**src/rtl/axis_usb_tx_arbiter.sv**
```systemverilog
// axis_usb_tx_arbiter
// Merges two AXI-stream sources into one USB transmit stream. Each burst
// starts with a header word {8'hA5, 7'b0, channel, length}, followed by
// exactly 'length' data words taken from the granted channel. Ties between
// requesting channels are broken round-robin. The data path is zero-latency:
// during a burst the granted source is wired straight through to the output.
module axis_usb_tx_arbiter #(
  parameter int CNTR_WIDTH = 16,
  parameter int BURST_MAX  = 256
) (
  input  logic                  aclk,
  input  logic                  areset,

  input  logic [31:0]           s0_axis_tdata,
  input  logic                  s0_axis_tvalid,
  output logic                  s0_axis_tready,
  input  logic [CNTR_WIDTH-1:0] s0_count,

  input  logic [31:0]           s1_axis_tdata,
  input  logic                  s1_axis_tvalid,
  output logic                  s1_axis_tready,
  input  logic [CNTR_WIDTH-1:0] s1_count,

  output logic [31:0]           m_axis_tdata,
  output logic                  m_axis_tvalid,
  input  logic                  m_axis_tready,
  output logic                  busy
);

  typedef enum logic [1:0] {
    ST_IDLE   = 2'd0,
    ST_HEADER = 2'd1,
    ST_DATA   = 2'd2
  } state_t;

  // Counts are compared against BURST_MAX in a width that holds both the
  // full count and any legal BURST_MAX (up to 65535), so no wrap can occur.
  localparam int              EXT_W         = (CNTR_WIDTH > 17) ? CNTR_WIDTH : 17;
  localparam logic [EXT_W-1:0] BURST_MAX_EXT = EXT_W'(BURST_MAX);
  localparam logic [15:0]      BURST_MAX_LEN = 16'(BURST_MAX);
  localparam logic [7:0]       HDR_MAGIC     = 8'hA5;

  state_t      state_q, state_d;
  logic        grant_ch_q, grant_ch_d;
  logic        last_ch_q, last_ch_d;
  logic [15:0] len_q, len_d;
  logic [15:0] remaining_q, remaining_d;

  logic             req0, req1;
  logic             pick_ch;
  logic [CNTR_WIDTH-1:0] pick_count;
  logic [EXT_W-1:0] pick_count_ext;
  logic [15:0]      pick_len;
  logic             data_valid;
  logic [31:0]      data_word;
  logic [31:0]      header_word;

  assign req0 = (s0_count != '0);
  assign req1 = (s1_count != '0);

  // Choose the channel to serve next: a lone requester wins outright, a tie
  // goes to the channel that was not served last.
  always_comb begin
    pick_ch = 1'b0;
    if (req0 && req1) begin
      pick_ch = ~last_ch_q;
    end else if (req1) begin
      pick_ch = 1'b1;
    end
  end

  assign pick_count     = pick_ch ? s1_count : s0_count;
  assign pick_count_ext = EXT_W'(pick_count);
  // A requesting channel has a nonzero count and BURST_MAX >= 1, so the
  // clipped length is never zero.
  assign pick_len = (pick_count_ext < BURST_MAX_EXT) ? pick_count_ext[15:0] : BURST_MAX_LEN;

  // Granted source as seen by the merged stream during DATA.
  assign data_valid  = grant_ch_q ? s1_axis_tvalid : s0_axis_tvalid;
  assign data_word   = grant_ch_q ? s1_axis_tdata  : s0_axis_tdata;
  // Header is built only from registers so it stays stable under backpressure.
  assign header_word = {HDR_MAGIC, 7'b0, grant_ch_q, len_q};

  // State and burst bookkeeping registers; reset abandons any burst at once.
  always_ff @(posedge aclk or posedge areset) begin
    if (areset) begin
      state_q     <= ST_IDLE;
      grant_ch_q  <= 1'b0;
      last_ch_q   <= 1'b1;
      len_q       <= 16'd0;
      remaining_q <= 16'd0;
    end else begin
      state_q     <= state_d;
      grant_ch_q  <= grant_ch_d;
      last_ch_q   <= last_ch_d;
      len_q       <= len_d;
      remaining_q <= remaining_d;
    end
  end

  // Next-state logic and stream routing for the IDLE/HEADER/DATA sequence.
  always_comb begin
    state_d        = state_q;
    grant_ch_d     = grant_ch_q;
    last_ch_d      = last_ch_q;
    len_d          = len_q;
    remaining_d    = remaining_q;
    m_axis_tvalid  = 1'b0;
    m_axis_tdata   = 32'h0;
    s0_axis_tready = 1'b0;
    s1_axis_tready = 1'b0;

    case (state_q)
      ST_IDLE: begin
        // Counts are sampled only here; later changes cannot alter the burst.
        if (req0 || req1) begin
          grant_ch_d = pick_ch;
          len_d      = pick_len;
          state_d    = ST_HEADER;
        end
      end

      ST_HEADER: begin
        m_axis_tvalid = 1'b1;
        m_axis_tdata  = header_word;
        if (m_axis_tready) begin
          remaining_d = len_q;
          state_d     = ST_DATA;
        end
      end

      ST_DATA: begin
        m_axis_tvalid  = data_valid;
        m_axis_tdata   = data_word;
        s0_axis_tready = ~grant_ch_q & m_axis_tready;
        s1_axis_tready =  grant_ch_q & m_axis_tready;
        // A source stall (tvalid low) simply waits; only handshakes count.
        if (data_valid && m_axis_tready) begin
          remaining_d = remaining_q - 16'd1;
          if (remaining_q == 16'd1) begin
            last_ch_d = grant_ch_q;
            state_d   = ST_IDLE;
          end
        end
      end

      default: begin
        state_d = ST_IDLE;
      end
    endcase
  end

  assign busy = (state_q != ST_IDLE);

endmodule

```
**config.mk**
```make
export PLATFORM = sky130hd
export DESIGN_NAME = axis_usb_tx_arbiter
export DESIGN_NICKNAME = d
export VERILOG_FILES = /design/src/rtl/axis_usb_tx_arbiter.sv
export SDC_FILE = /design/constraint.sdc
export NUM_CORES = 1
export LEC_CHECK = 0
export ABC_CLOCK_PERIOD_IN_PS = 2100
export CORE_MARGIN = 8
export CORE_UTILIZATION = 38
export CTS_CLUSTER_SIZE = 10
export DETAILED_ROUTE_END_ITERATION = 7
export PLACE_DENSITY = 0.89
export SLEW_MARGIN = 20
export SYNTH_ARGS = -nofsm -noshare
export SYNTH_HDL_FRONTEND = slang
export SYNTH_SLANG_ARGS = --single-unit
```
**constraint.sdc**
```tcl
create_clock -name aclk -period 2.1 [get_ports aclk]
set_clock_uncertainty 0.1 [all_clocks]
set_input_delay 0.42 -clock aclk [delete_from_list [all_inputs] [get_ports aclk]]
set_output_delay 0.42 -clock aclk [all_outputs]
set_load 0.01 [all_outputs]
```
==> reports/qor.yml, run 1 <==
cts:
  path_clk_slew_ns: 0.09
  cts_buffer_depth: 2
  root_buffer: "clkbuf_8"
  clk_latency_ns: 0.30
  cts_tree: "built"
  cts.sinks: 36
  ctsHoldBuffers: 0
  cts_buffers: 5
  cts_max_level: 2
critical_path:
  cp_max_fo: 10
  cp_top_family: "buffers and inverters"
  worst_ep_required_time_ns: 1.58
  startpoint_type: "flop"
  crit_chain: "inv_2, ha_4, bufbuf_16, and2_1, buf_2"
  worstSetupEndpointType: "primary output"
  path_class: "reg2out"
  cp_slowest_cell: "dfrtp_1"
  worstPathArrival_ns: 1.67
  max_stage_delay_ns: 0.42
  worst-path-buf-inv: 3
  path_depth: 5
  r2r_cells: 6
sta:
  setup_ws_ns: -0.0922
  rsz0062_at_grt: "true"
  fmax_mhz: 456
  hold_violations: 0
  tightest_slew_ns: 0.488
  fin_crit_ns: 2.19
  timing.setup.tns_ns: -2.06
  final.period_utilization_pct: 104
  finalMaxSlewViolations: 0
  setup_viol: 40
  slew_headroom_pct: 67.5
layout:
  final_cell_mix: "clkdlybuf4s50_1 (100), buf_4 (61), mux2i_1 (39)"
  antenna_cells: 0
  layout-drive-gt1-share_pct: 36.3
  final_common_cell: "clkdlybuf4s50_1"
  nNetsFinal: 678
  syn2layout_area_growth_pct: 83.8
  final_cells: 675
  design_area_sq_um: 5490
  fin_util_pct: 71.5
floorplan:
  initial_core_util_pct: 38.9
  io_pins: 137
  die_y_um: 105
  coreArea_sq_um: 7690
  die_x_um: 105
  dieArea_sq_um: 11000
  std_cell_rows: 32
yosys:
  yosysSeqAreaShare_pct: 30.2
  syn_nets: 473
  synthCells: 367
  async_flop_share_pct: 100
  yosys.area.top_type: "dfrtp_1"
  synthTopCellsByArea: "dfrtp_1 (29%), mux2i_1 (15%), o21ai_0 (5.9%)"
  synth-main-ff-cell: "dfrtp_1"
  yosys.area.top_type_share_pct: 29.3
  synth-edff-count: 0
  ys_warn_count: 0
  netlist_area_sq_um: 2990
  synth-seq-cells: 36
  ys_types: 50
  syn_area_per_cell_sq_um: 8.14
global_route:
  antenna_found_initial: 0
  grt_overflow: 0
  grt_max_degree: 37
  grt_pass1_vias: 3967
  grt_pass1_wl_mm: 19.9
  grt.total_usage_pct: 21.9
placed_design:
  dp_cells: 644
  dpl-instance-area_sq_um: 4900
  numPortBuffers: 136
  place_congestion: 0.911
  hpwl_mm: 9.07
pwr:
  p_sw_uw: 2920
  swShare_pct: 44.1
  p_clk_share_pct: 7.9
  peakVddDrop_v: 0.000568
  leakage_uw: 0.00241
  comb_power_share_pct: 76.0
  power.density_nw_per_um2: 1210
  intPower_uw: 3700
  power_frac_seq_pct: 16.1
hold_path:
  hold_depth: 1
  hp-class: "reg2reg"
outcome:
  status: "finished with violations"
  violations: "negative setup slack"
drt:
  drc: 0
  ant_nets: 0
  num_vias: 3948
  wl_mm: 13.7
  wire_per_inst_um: 20.3
  drtPass1Iterations: 6
  vias_per_cell: 5.85
  drt_iter0_drc: 345
job:
  drv_cap: 0
==> cell families after synthesis <==
group                    count (synthesis)  synth area share [%]
AO/OA/AOI/OAI                          106                  22.6
multiplexers                            47                  15.9
AND/OR/NAND/NOR                        132                  23.5
buffers and inverters                   41                  5.82
adder cells (fa/ha/maj)                  5                  2.09
flip-flops                              36                  30.2
==> power by group through the flow <==
stage / registers [uW] / clock network [uW] / logic (uW)
after floorplan: 1010 / 0 / 2140
final: 1070 / 525 / 5040
after detailed placement: 1040 / 0 / 3770
after global routing: 1090 / 559 / 5320
after global placement: 1030 / 0 / 3650
after CTS: 1040 / 518 / 4250
==> area by class of cell <==
| cell class | instances | area, sq um |
|---|---|---|
| repair buffers | 225 | 2110 |
| well taps | 102 | 128 |
| clock buffers | 5 | 68.8 |
| inverters | 14 | 55.1 |
| multi-input cells | 290 | 2210 |
| fillers | 499 | 2190 |
| clock inverters | 3 | 23.8 |
| flip-flops and latches | 36 | 903 |
==> sequential cells by signal, summed over array words and instances, names as in the netlist <==
name,cells
grant_ch_q,1
last_ch_q,1
len_q,16
remaining_q,16
state_q,2
==> stage by stage <==
step	setup slack (ns)	hold slack, ns	total power, uW
2_1_floorplan	0.0505	0.353	3140
3_3_place_gp	-0.322	0.369	4680
3_5_place_dp	-0.368	0.375	4810
4_1_cts	-0.0778	0.395	5810
5_1_grt	-0.202	0.436	6960
6_report	-0.0922	0.415	6630
==> routing by layer <==
metal	vias up	track usage [%]	wire (um)
met4	0	9.17	680
li1	1746	-	-
met2	274	39.4	6850
met5	-	0	0
met3	73	4.12	1060
met1	1855	24.9	5110
==> Yosys cell counts (2+ instances only) <==
cell type and number:
nand4_1 5, o21ai_1 5, nor3_1 6, and2_1 24
dfrtp_1 35, buf_2 7, inv_1 14, o221a_2 2
nand2_1 30, a31oi_1 5, o21a_1 5, o22ai_1 12
clkbuf_1 17, nand3_1 9, a221oi_1 2, or4_1 2
nor2_1 34, o22a_1 4, o21ai_0 35, a21oi_1 23
mux2_2 3, nor4_1 10, mux2i_1 44, o221ai_1 3
ha_1 5, a21o_1 2
==> worst paths after layout <==
check	startpoint	end	slack (ns)
worst max-delay path	state_q[1]	m_axis_tdata[4]	-0.09
worst min-delay path	len_q[10]	len_q[10]	0.42
worst max register to register	remaining_q[2]	remaining_q[11]	-0.07
worst min register to register	len_q[10]	len_q[10]	0.42
max in group asynchronous	areset	grant_ch_q	1.11
min in group asynchronous	areset	remaining_q[6]	0.43
==> timing repair <==
action	CTS	global route
endpoints found under the hold margin	0	0
pin swaps	7	33
endpoints found under the setup margin	56	66
resized for setup	188	81
setup buffers	9	11
gates cloned	2	2
(Power assumes the default switching activity.)
==> run 2, diff against run 1 <==
- SKIP_LAST_GASP: not set -> 1
- SLEW_MARGIN: 20 -> not set
==> reports/qor.yml, run 2 (same netlist as run 1, synthesis figures left out) <==
critical_path:
  path_class: "reg2out"
  worst_ep_required_time_ns: 1.58  # about the same
  cp_max_fo: 5  # -5
  critPathLaunch: "grant_ch_q"
  worstPathArrival_ns: 1.75  # +0.08 ns
  worstSetupEndpointType: "primary output"
  startpoint_type: "flop"
  reg2reg_from: "remaining_q[6]"
floorplan:
  die_y_um: 105  # unchanged
  initial_core_util_pct: 38.9  # unchanged
  io_pins: 137  # unchanged
  die_x_um: 105  # unchanged
  std_cell_rows: 32  # unchanged
  dieArea_sq_um: 11000  # unchanged
  coreArea_sq_um: 7690  # unchanged
outcome:
  status: "finished with violations"
  violations: "negative setup slack"
cts:
  cts_tree: "built"
  cts_buffer_depth: 2  # unchanged
  path_clk_slew_ns: 0.09  # about the same
  ctsHoldBuffers: 0  # unchanged
  cts.sinks: 36  # unchanged
  cts_max_level: 2  # unchanged
  clk_latency_ns: 0.30  # about the same
  cts_buffers: 5  # unchanged
  root_buffer: "clkbuf_8"
pwr:
  total_power_uw: 6700  # +1.1%
  leakage_uw: 0.00240  # -0.55%
  peakVddDrop_v: 0.000598  # +5.2%
  power.density_nw_per_um2: 1220  # +0.84%
sta:
  tightest_slew_ns: 0.464  # -0.0236 ns
  finalMaxSlewViolations: 0  # unchanged
  slew_headroom_pct: 68.8  # +1.3 points
  fin_crit_ns: 2.27  # +0.0752 ns
  fmax_mhz: 441  # -3.3%
  setup_ws_ns: -0.167  # -0.0752 ns
  setup_viol: 42  # +5.0%
  final.period_utilization_pct: 108  # +3.6 points
  rsz0062_at_grt: "true"
  hold_violations: 0  # unchanged
drt:
  vias_per_cell: 6.03  # +3.1%
  wl_mm: 14.5  # +6.2%
  drc: 0  # unchanged
  drtPass1Iterations: 6  # unchanged
  num_vias: 4094  # +3.7%
  wire_per_inst_um: 21.4  # +5.5%
  drt_iter0_drc: 285  # -17%
  ant_nets: 0  # unchanged
global_route:
  grt_pass1_wl_mm: 20.0  # +0.35%
  grt_pass1_vias: 3973  # +0.15%
  grt_max_degree: 37  # unchanged
  antenna_found_initial: 0  # unchanged
  grt_overflow: 0  # unchanged
  grt.total_usage_pct: 22.0  # +0.039 points
placed_design:
  dp_slack_ns: -0.368  # unchanged
  place_congestion: 0.911  # unchanged
  hpwl_mm: 9.07  # unchanged
  numPortBuffers: 136  # unchanged
hold_path:
  holdCritStartpoint: "len_q[10]"
  hp-class: "reg2reg"
layout:
  nNetsFinal: 682  # +0.59%
  reg.largest.list: "len_q x16, remaining_q x16, state_q x2"
  antenna_cells: 0  # unchanged
  layout-drive-gt1-share_pct: 37.8  # +1.5 points
  syn2layout_area_growth_pct: 84.3
  final_common_cell: "clkdlybuf4s50_1"
  final.fill_count: 490  # -1.8%
  final_cell_mix: "clkdlybuf4s50_1 (100), buf_4 (69), mux2i_1 (36)"
job:
  drv_cap: 0  # unchanged
run 2: stage by stage:
step / cell area, sq um / hold slack [ns] / util (%) / setup TNS (ns) / cells
finish: 5510 / 0.414 / 71.7 / -2.43 / 679
global route: 5510 / 0.436 / 71.7 / -5.22 / 679
CTS: 5090 / 0.395 / 66.3 / -1.56 / 663
detailed placement: 4900 / 0.375 / 63.8 / -14.75 / 644
global placement: 4900 / 0.369 / 63.8 / -10.02 / 644
floorplan: 2990 / 0.353 / - / 0 / 367
run 2: path summary, 6_finish.rpt:
| path | to | slack [ns] | cells past startpoint |
|---|---|---|---|
| max in group asynchronous | last_ch_q | 1.13 | 3 |
| min in group asynchronous | grant_ch_q | 0.42 | 3 |
| setup / recovery | m_axis_tdata[8] | -0.17 | 6 |
| hold / removal | len_q[10] | 0.41 | 1 |
| setup reg to reg | remaining_q[11] | -0.12 | 5 |
| hold reg to reg | len_q[10] | 0.41 | 1 |
run 2: layer usage:
layer	routed length [um]	GRT usage, %	up-vias
met5	0	0	-
met4	887	8.66	0
met3	1270	4.42	97
met2	7220	39.5	328
met1	5170	24.9	1916
li1	-	-	1753
run 2: timing repair:
item	in CTS	in global routing
setup endpoints to repair	56	65
pin swaps	6	31
setup buffers	9	15
gates cloned	2	2
gates resized for setup	182	86
run 2: layout make-up:
class | instances | area [sq um] | share of cell area (%)
tap | 102 | 128 | 2.32
sequential | 36 | 903 | 16.4
clock buffer | 5 | 68.8 | 1.25
timing repair buffer | 229 | 2120 | 38.4
clock inverter | 3 | 23.8 | 0.431
inverter | 14 | 55.1 | 0.999
multi-input combinational | 290 | 2220 | 40.2
run 2: critical path, cell delays in order (launching register included):
cell and delay [ns]:
dfrtp_2 0.48, buf_12 0.16, buf_4 0.13, mux2i_2 0.25
o22ai_2 0.13, and2_4 0.17, buf_6 0.11
run 2: report_power, final:
| part | internal [uW] | leakage, uW | switching, uW | total, uW |
|---|---|---|---|---|
| registers | 859 | 0.000466 | 206 | 1060 |
| logic | 2600 | 0.00189 | 2520 | 5120 |
| clock network | 235 | 0.0000404 | 288 | 524 |
| total | 3690 | 0.00240 | 3010 | 6700 |
